`src/rtl/mc_ctrl_pkg.sv`:
```
// Shared types and encodings for the multi-cycle MIPS controller.
package mc_ctrl_pkg;

   typedef enum logic [3:0] {
      S_IDLE     = 4'd0,
      S_FETCH    = 4'd1,
      S_DECODE   = 4'd2,
      S_MEM_ADDR = 4'd3,
      S_MEM_RD   = 4'd4,
      S_MEM_WB   = 4'd5,
      S_MEM_WR   = 4'd6,
      S_EXEC_R   = 4'd7,
      S_R_WB     = 4'd8,
      S_EXEC_I   = 4'd9,
      S_I_WB     = 4'd10,
      S_BRANCH   = 4'd11,
      S_JUMP     = 4'd12
   } state_t;

   localparam logic [2:0] ALU_ADD   = 3'd0;
   localparam logic [2:0] ALU_SUB   = 3'd1;
   localparam logic [2:0] ALU_AND   = 3'd2;
   localparam logic [2:0] ALU_OR    = 3'd3;
   localparam logic [2:0] ALU_SLT   = 3'd4;
   localparam logic [2:0] ALU_FUNCT = 3'd7;

   localparam logic [5:0] OP_R    = 6'h00;
   localparam logic [5:0] OP_J    = 6'h02;
   localparam logic [5:0] OP_BEQ  = 6'h04;
   localparam logic [5:0] OP_ADDI = 6'h08;
   localparam logic [5:0] OP_SLTI = 6'h0A;
   localparam logic [5:0] OP_ANDI = 6'h0C;
   localparam logic [5:0] OP_ORI  = 6'h0D;
   localparam logic [5:0] OP_LW   = 6'h23;
   localparam logic [5:0] OP_SW   = 6'h2B;

   localparam logic [5:0] FN_ADD = 6'h20;
   localparam logic [5:0] FN_SUB = 6'h22;
   localparam logic [5:0] FN_AND = 6'h24;
   localparam logic [5:0] FN_OR  = 6'h25;
   localparam logic [5:0] FN_SLT = 6'h2A;

   localparam logic [2:0] CLS_ILLEGAL = 3'd0;
   localparam logic [2:0] CLS_MEM     = 3'd1;
   localparam logic [2:0] CLS_R       = 3'd2;
   localparam logic [2:0] CLS_I       = 3'd3;
   localparam logic [2:0] CLS_BRANCH  = 3'd4;
   localparam logic [2:0] CLS_JUMP    = 3'd5;

endpackage

```
`src/rtl/mc_ctrl_decode.sv`:
```
// Combinational instruction classifier: opcode/funct to class, extension
// mode, legality, store flag and the ALU operation used by I-type ALU ops.
module mc_ctrl_decode
   import mc_ctrl_pkg::*;
(
   input  logic [5:0] opcode,
   input  logic [5:0] funct,
   output logic [2:0] instr_class,
   output logic       sign_ext,
   output logic       legal,
   output logic       is_store,
   output logic [2:0] i_alu_op
);

   always_comb begin
      instr_class = CLS_ILLEGAL;
      sign_ext    = 1'b0;
      legal       = 1'b0;
      is_store    = 1'b0;
      i_alu_op    = ALU_ADD;
      case (opcode)
         OP_R: begin
            if (funct inside {FN_ADD, FN_SUB, FN_AND, FN_OR, FN_SLT}) begin
               instr_class = CLS_R;
               legal       = 1'b1;
            end
         end
         OP_LW: begin
            instr_class = CLS_MEM;
            sign_ext    = 1'b1;
            legal       = 1'b1;
         end
         OP_SW: begin
            instr_class = CLS_MEM;
            sign_ext    = 1'b1;
            legal       = 1'b1;
            is_store    = 1'b1;
         end
         OP_ADDI: begin
            instr_class = CLS_I;
            sign_ext    = 1'b1;
            legal       = 1'b1;
            i_alu_op    = ALU_ADD;
         end
         OP_SLTI: begin
            instr_class = CLS_I;
            sign_ext    = 1'b1;
            legal       = 1'b1;
            i_alu_op    = ALU_SLT;
         end
         // Logical immediates are zero-extended
         OP_ANDI: begin
            instr_class = CLS_I;
            legal       = 1'b1;
            i_alu_op    = ALU_AND;
         end
         OP_ORI: begin
            instr_class = CLS_I;
            legal       = 1'b1;
            i_alu_op    = ALU_OR;
         end
         OP_BEQ: begin
            instr_class = CLS_BRANCH;
            sign_ext    = 1'b1;
            legal       = 1'b1;
         end
         OP_J: begin
            instr_class = CLS_JUMP;
            legal       = 1'b1;
         end
         default: ;
      endcase
   end

endmodule

```
`src/rtl/mc_ctrl_fsm.sv`:
```
// Multi-cycle MIPS control FSM driving every datapath enable/select.
// Define MC_CTRL_PERF_EN to add the instr_count/stall_count counters.
module mc_ctrl_fsm
   import mc_ctrl_pkg::*;
#(
   parameter bit RESET_PC_HOLD = 1'b1
) (
   input  logic        clk,
   input  logic        reset,
   input  logic [5:0]  opcode,
   input  logic [5:0]  funct,
   input  logic        imm_msb,
   input  logic        alu_zero,
   input  logic        mem_ready,
   output logic        pc_write,
   output logic        pc_write_cond,
   output logic [1:0]  pc_src,
   output logic        ir_write,
   output logic        mem_read,
   output logic        mem_write,
   output logic        iord,
   output logic        reg_write,
   output logic        reg_dst,
   output logic        mem_to_reg,
   output logic        alu_src_a,
   output logic [1:0]  alu_src_b,
   output logic [2:0]  alu_op,
   output logic        ext_fill,
   output logic        illegal
`ifdef MC_CTRL_PERF_EN
   ,
   output logic [31:0] instr_count,
   output logic [31:0] stall_count
`endif
);

   localparam state_t RST_STATE = RESET_PC_HOLD ? S_IDLE : S_FETCH;

   state_t     state, state_next;
   logic [2:0] instr_class;
   logic       sign_ext, legal, is_store;
   logic [2:0] i_alu_op;

   // The zero flag is gated with pc_write_cond in the datapath, not here
   logic unused_alu_zero;
   assign unused_alu_zero = alu_zero;

   mc_ctrl_decode u_decode (
      .opcode      (opcode),
      .funct       (funct),
      .instr_class (instr_class),
      .sign_ext    (sign_ext),
      .legal       (legal),
      .is_store    (is_store),
      .i_alu_op    (i_alu_op)
   );

   always_ff @(posedge clk or posedge reset) begin
      if (reset) state <= RST_STATE;
      else       state <= state_next;
   end

   always_comb begin
      state_next    = state;
      pc_write      = 1'b0;
      pc_write_cond = 1'b0;
      pc_src        = 2'd0;
      ir_write      = 1'b0;
      mem_read      = 1'b0;
      mem_write     = 1'b0;
      iord          = 1'b0;
      reg_write     = 1'b0;
      reg_dst       = 1'b0;
      mem_to_reg    = 1'b0;
      alu_src_a     = 1'b0;
      alu_src_b     = 2'd0;
      alu_op        = ALU_ADD;
      illegal       = 1'b0;
      ext_fill      = 1'b0;

      case (state)
         S_IDLE: state_next = S_FETCH;
         S_FETCH: begin
            mem_read  = 1'b1;
            alu_src_b = 2'd1;
            if (mem_ready) begin
               ir_write   = 1'b1;
               pc_write   = 1'b1;
               state_next = S_DECODE;
            end
         end
         S_DECODE: begin
            alu_src_b = 2'd3;
            illegal   = ~legal;
            case (instr_class)
               CLS_MEM:    state_next = S_MEM_ADDR;
               CLS_R:      state_next = S_EXEC_R;
               CLS_I:      state_next = S_EXEC_I;
               CLS_BRANCH: state_next = S_BRANCH;
               CLS_JUMP:   state_next = S_JUMP;
               default:    state_next = S_FETCH;
            endcase
         end
         S_MEM_ADDR: begin
            alu_src_a  = 1'b1;
            alu_src_b  = 2'd2;
            state_next = is_store ? S_MEM_WR : S_MEM_RD;
         end
         S_MEM_RD: begin
            mem_read = 1'b1;
            iord     = 1'b1;
            if (mem_ready) state_next = S_MEM_WB;
         end
         S_MEM_WR: begin
            mem_write = 1'b1;
            iord      = 1'b1;
            if (mem_ready) state_next = S_FETCH;
         end
         S_MEM_WB: begin
            reg_write  = 1'b1;
            mem_to_reg = 1'b1;
            state_next = S_FETCH;
         end
         S_EXEC_R: begin
            alu_src_a  = 1'b1;
            alu_op     = ALU_FUNCT;
            state_next = S_R_WB;
         end
         S_R_WB: begin
            reg_write  = 1'b1;
            reg_dst    = 1'b1;
            state_next = S_FETCH;
         end
         S_EXEC_I: begin
            alu_src_a  = 1'b1;
            alu_src_b  = 2'd2;
            alu_op     = i_alu_op;
            state_next = S_I_WB;
         end
         S_I_WB: begin
            reg_write  = 1'b1;
            state_next = S_FETCH;
         end
         S_BRANCH: begin
            alu_src_a     = 1'b1;
            alu_op        = ALU_SUB;
            pc_write_cond = 1'b1;
            pc_src        = 2'd1;
            state_next    = S_FETCH;
         end
         S_JUMP: begin
            pc_write   = 1'b1;
            pc_src     = 2'd2;
            state_next = S_FETCH;
         end
         default: state_next = RST_STATE;
      endcase

      if (state inside {S_DECODE, S_MEM_ADDR, S_EXEC_I, S_BRANCH})
         ext_fill = sign_ext & imm_msb;

      // Held reset silences every output, including a FETCH reset state
      if (reset) begin
         pc_write      = 1'b0;
         pc_write_cond = 1'b0;
         pc_src        = 2'd0;
         ir_write      = 1'b0;
         mem_read      = 1'b0;
         mem_write     = 1'b0;
         iord          = 1'b0;
         reg_write     = 1'b0;
         reg_dst       = 1'b0;
         mem_to_reg    = 1'b0;
         alu_src_a     = 1'b0;
         alu_src_b     = 2'd0;
         alu_op        = ALU_ADD;
         illegal       = 1'b0;
         ext_fill      = 1'b0;
      end
   end

`ifdef MC_CTRL_PERF_EN
   logic completing, stalling;

   assign completing = (state_next == S_FETCH) &&
                       (state inside {S_MEM_WR, S_MEM_WB, S_R_WB, S_I_WB, S_BRANCH, S_JUMP});
   assign stalling   = !mem_ready && (state inside {S_FETCH, S_MEM_RD, S_MEM_WR});

   always_ff @(posedge clk or posedge reset) begin
      if (reset) begin
         instr_count <= '0;
         stall_count <= '0;
      end else begin
         if (completing) instr_count <= instr_count + 32'd1;
         if (stalling)   stall_count <= stall_count + 32'd1;
      end
   end
`endif

endmodule

```
`config.mk`:
```
export PLATFORM = sky130hd
export DESIGN_NAME = mc_ctrl_fsm
export DESIGN_NICKNAME = d
export VERILOG_FILES = /design/src/rtl/mc_ctrl_pkg.sv /design/src/rtl/mc_ctrl_decode.sv /design/src/rtl/mc_ctrl_fsm.sv
export SDC_FILE = /design/constraint.sdc
export NUM_CORES = 1
export LEC_CHECK = 0
export CORE_ASPECT_RATIO = 0.9
export CORE_MARGIN = 5
export CORE_UTILIZATION = 39
export CTS_CLUSTER_DIAMETER = 40
export DETAILED_ROUTE_END_ITERATION = 7
export PLACE_DENSITY = 0.79
export SYNTH_ARGS = -nofsm -noshare
export SYNTH_HDL_FRONTEND = slang
export SYNTH_SLANG_ARGS = --single-unit
```
`constraint.sdc`:
```
create_clock -name clk -period 1.9 [get_ports clk]
set_input_delay 0.285 -clock clk [delete_from_list [all_inputs] [get_ports clk]]
set_output_delay 0.285 -clock clk [all_outputs]
set_load 0.02 [all_outputs]
```
==> flow_metrics.env <==
export IMPL_dr_pass1_iters=4
export IMPL_insertion_delay_ps=240
export IMPL_synth_top_area_cell="dfrtp_1"
export IMPL_drc=0
export IMPL_violations="setup timing"
export IMPL_grt_max_degree=11
export IMPL_utilization=0.809
export IMPL_startpoint_type="register"
export IMPL_r2r_end="state[1]"
export IMPL_syn_num_nets=118
export IMPL_tightestPinTransition_ps=402
export IMPL_synth_seq_cells=4
export IMPL_vdd_drop_max_uv=734
export IMPL_hold_end="state[2]"
export IMPL_netlist_area_um2=696
export IMPL_critPathKind="register to output pin"
export IMPL_dieArea_um2=2730
export IMPL_reg2regPathDepth=6
export IMPL_synth_cell_types=38
export IMPL_vias=1147
export IMPL_setup_violations=2
export IMPL_clk_pin_slew_ps=40
export IMPL_antenna_left=0
export IMPL_coreArea_um2=1680
export IMPL_cts_sinks=4
export IMPL_rsz0062_at_grt="true"
export IMPL_setup_tns_final_ps=-45.7
export IMPL_area_growth_pct=95.5
export IMPL_p_total_uw=1440
export IMPL_vias_per_cell=6.04
export IMPL_setup_slack_ps=-29.0
export IMPL_die_y_um=50.1
export IMPL_max_cap_violations=0
export IMPL_yosysMostFrequentCell="a21oi_1"
export IMPL_initial_core_util=0.414
export IMPL_avgSynthCellArea_um2=6.89
export IMPL_yosysWarnings=0
export IMPL_p_leak_uw=0.000625
export IMPL_grtUsageTotal=0.238
export IMPL_yosys_most_used_dff="dfrtp_1"
export IMPL_drt_iter0_markers=42
export IMPL_synth_edff_count=0
export IMPL_ys_async_sr_fraction=1.00
export IMPL_reg_top3="state: 4 flops"
export IMPL_wl_per_cell_um=17.6
export IMPL_io_buffers=34
export IMPL_die_x_um=54.5
export IMPL_clock_fmax_ghz=0.518
export IMPL_ys_top_cells_by_area="dfrtp_1 (14%), a21oi_1 (7.9%), nand2b_1 (5.4%)"
export IMPL_cp_top_family="simple AND/OR/NAND/NOR gates"
export IMPL_clock_skew_ps=5.50
export IMPL_rows=14
export IMPL_status="complete, but fails checks"
export IMPL_hold_path_depth=6
export IMPL_diodes=0
export IMPL_cts_root_buf="clkbuf_4"
export IMPL_r2r_slack_ps=60
export IMPL_period_share=1.02
export IMPL_wl_mm=3.35
export IMPL_grt_pass1_wl_mm=4.93
export IMPL_grt_pass1_vias=1164
export IMPL_fin_nets=185
export IMPL_hold_buffers=0
export IMPL_worstSetupEndpointType="output pin"
export IMPL_r2r_start="state[0]"
export IMPL_hold_viol=0
export IMPL_yosysSeqAreaShare=0.144
export IMPL_cp_max_fo=5
export IMPL_synth_common_cells="a21oi_1 (11), nor2_1 (9), nor3_1 (7)"
export IMPL_cts_tree="yes"
export IMPL_yosysTopAreaCellShare=0.144
export IMPL_crit_chain="inv_1, nand3_1, or4_4, a21oi_2, buf_4"
export IMPL_detailed_place_hpwl_mm=2.26
export IMPL_ios=36
export IMPL_worstHoldStart="opcode[3]"
export IMPL_drive_gt1_frac=0.554
export IMPL_slew_viol_final=0
export IMPL_relSlewSlack=0.729
export IMPL_synth_cells=101
export IMPL_largest_reg_flops=4
export IMPL_slowest_delay_ps=490
export IMPL_cts_max_level=1
export IMPL_max_flop_register="state"
export IMPL_gp_congestion=0.838
export IMPL_arrival_ps=1640
export IMPL_antenna_found_initial=0
export IMPL_timing_hold_ws_ps=584
export IMPL_hp_class="input port to register"
export IMPL_overflow=0
export IMPL_powerDensity_nw_per_um2=1060
export IMPL_clk_path_buf_depth=2
export IMPL_cts_buffers_inserted=3
export IMPL_critPathBufInv=2
export IMPL_worstPathRequired_ps=1620
export IMPL_fin_crit_ps=1930
export IMPL_crit_slowest_cell="or4_4"
-- repair_timing --
action,4_1_cts,5_1_grt
hold endpoints to repair,0,0
buffers inserted,2,3
endpoints found under the setup margin,21,15
gates resized for setup,89,39
pin swaps,7,8
-- cells in the final DEF (no fill, tap or decap), types with 4 or more instances in the layout --
master,Yosys,final
clkbuf_2,0,9
buf_2,2,7
buf_6,1,4
dlygate4sd2_1,0,8
nor2_1,9,9
a21oi_1,11,8
o21ai_0,6,6
inv_1,5,4
nor3_1,7,4
buf_4,1,39
-- where the power goes --
part	switching (uW)	internal, uW	total [uW]
Clock	34.2	70.6	105
Combinational	643	522	1170
Sequential	44.2	125	169
Total	722	717	1440
-- worst max-delay path by stage --
stage                     startpoint  depth (start not counted)   endpoint
final                       state[2]                          5  alu_op[2]
after global routing        state[2]                          5  alu_op[2]
after CTS                   state[1]                          4  alu_op[1]
after detailed placement   opcode[3]                          5  alu_op[2]
after global placement     opcode[3]                          5  alu_op[2]
after floorplan             state[2]                          4   pc_write
-- metrics by stage --
| stage | cell area, um2 | setup WS [ps] | std cells |
|---|---|---|---|
| 4_1_cts | 1330 | -14.2 | 187 |
| 6_report | 1360 | -29.0 | 190 |
| 3_5_place_dp | 1270 | -773 | 182 |
| 3_3_place_gp | 1270 | -769 | 182 |
| 5_1_grt | 1360 | -83.2 | 190 |
| 2_1_floorplan | 701 | -88.7 | 101 |
-- final cells by class --
cell class              instances  area [um2]
inverters                       5        18.8
well taps                      24        30.0
fillers                       113         322
multi-input cells              82         651
flip-flops and latches          4         101
clock buffers                   3        22.5
repair buffers                 72         537
-- worst min-delay path, stage by stage --
cell and delay [ps]:
clkbuf_2 90, buf_6 110, or4_4 120, nor4_1 40
o21ai_0 60, a21oi_1 60
-- metal layers --
| metal | up-vias | part of all wire | wire length (um) | track usage |
|---|---|---|---|---|
| li1 | 510 | - | - | - |
| met4 | 0 | 0.068 | 229 | 0.145 |
| met5 | - | 0 | 0 | 0 |
| met3 | 26 | 0.10 | 337 | 0.0301 |
| met2 | 87 | 0.48 | 1600 | 0.424 |
| met1 | 524 | 0.35 | 1190 | 0.253 |
-- logic make-up (layout without fill, tap and decap cells) --
kind of cell,count (synthesis),count (layout),synth area share
AOI/OAI and AO/OA,27,27,0.259
DFF,4,4,0.144
buffers and inverters,15,80,0.101
and+or+nand+nor,49,49,0.408
xor gates and xnor gates,1,1,0.0126
muxes,5,5,0.0755
Power figures use the tool's default switching activity.
==> RTL edit, RTL diff (config.mk and constraints unchanged) <==
The option `MC_CTRL_PERF_EN` is turned on by a define.
--- a/src/rtl/mc_ctrl_fsm.sv
+++ b/src/rtl/mc_ctrl_fsm.sv
@@ -1,5 +1,7 @@
 // Multi-cycle MIPS control FSM driving every datapath enable/select.
 // Define MC_CTRL_PERF_EN to add the instr_count/stall_count counters.
+`define MC_CTRL_PERF_EN
+
 module mc_ctrl_fsm
    import mc_ctrl_pkg::*;
 #(
Formal check against the unedited RTL (old outputs only; new: instr_count and stall_count): equivalent (equiv_simple and equiv_induct, registers matched by name and starting in step).
==> RTL edit against the unedited design <==
  * The flow still finishes with violations (negative setup slack)
  * Total power grew to 4.1 times the old value
  * Sequential power grew to 11 times the old value
  * Sequential share of layout area is 21 points higher
  * Routed wire length rose to 3.5 times the old value
  * Sequential cell count rose by 64
  * Cell area grew to 4.5 times the old value
  * Setup slack got worse by 0.20 ns
  * Via count grew to 3.2 times the old value
  * Area after synthesis grew to 5.3 times the old value
  * Critical path type unchanged
  * Critical endpoint is now alu_op[0]
  * Largest cell class unchanged
==> RTL edit: results (changes against the unedited design) <==
| Metric | Value |
|---|---|
| Status | `finished with violations (unchanged)` |
| Failing checks | `negative setup slack (unchanged)` |
| Clock network power | `1.20 mW (was 0.105 mW)` |
| Final setup violation count | `48 (was 2)` |
| Crit-path leading delay family | `buffers and inverters (was simple AND/OR/NAND/NOR gates)` |
| Clk_skew | `0.008610 ns (was 0.005498 ns)` |
| Critical Path Slowest Stage Cell | `dfrtp_2 (was or4_4)` |
| Share of layout cells above drive strength 1 | `37.21% (was 55.42%)` |
| Hold_ws | `0.3050 ns (was 0.5836 ns)` |
| Critical path arrival | `1.84 ns (was 1.64 ns)` |
| Fin worst setup slack | `-0.2278 ns (was -0.02895 ns)` |
| GRT met2 Usage | `33.39% (was 42.43%)` |
| Top Registers | `instr_count (32), stall_count (32), state (4) (was state (4))` |
| Setup WS pre-CTS | `-0.6958 ns (was -0.7732 ns)` |
| Seq/total area | `27.97% (was 7.452%)` |
| Data buffer area share | `27.81% (was 39.47%)` |
| Clock sink count | `68 (was 4)` |
| TNS Setup | `-4.008 ns (was -0.04574 ns)` |
| Max VDD drop | `0.5858 mV (was 0.7344 mV)` |
| Non-clock inverter count | `12 (was 5)` |
| Headroom to the max-slew limit | `52.10% (was 72.88%)` |
| H-tree depth | `3 (was 1)` |
| Pleak | `2.741 nW (was 0.6251 nW)` |
| Sequential area share after synthesis | `46.50% (was 14.39%)` |
| Met2 WL | `6157 um (was 1599 um)` |
| Final nets | `575 (was 185)` |
| DRT Wirelength | `11,870 um (was 3352 um)` |
| M3 GR Usage | `4.144% (was 3.012%)` |
| Layout clock buffer count | `12 (was 3)` |
| Skew-Pair Late Insertion Delay | `0.34 ns (was 0.24 ns)` |
## RTL edit: cell types whose count changed in the layout (fill, tap and decap cells not counted), moves of 8 or more
cell	before	now
buf_4	39	79
buf_6	4	17
clkdlybuf4s50_1	3	70
nand2_1	3	36
nor3_2	2	13
nand4_1	1	13
clkbuf_2	9	1
nand3_1	1	25
xor2_1	0	20
clkbuf_8	0	11
xnor2_1	1	40
dfrtp_1	3	63
## RTL edit: cell families (layout without fill, tap and decap cells)
group,count (synthesis),in the layout,synth area share (%)
AOI/OAI and AO/OA,33,33,7.043
xor gates and xnor gates,63,63,15.08
adders and majority gates,2,2,0.6837
buffers and inverters,27,211,3.043
DFF,68,68,46.50
muxes,3,3,0.8889
and+or+nand+nor,178,179,26.77
## RTL edit: worst reg2reg max path, delay by kind of cell, from the launching register on
kind | cells | cell delay [ns]
simple gates | 3 | 0.71
xor+xnor | 1 | 0.15
compound gates | 1 | 0.27
flops | 1 | 0.42
buf+inv | 3 | 0.43
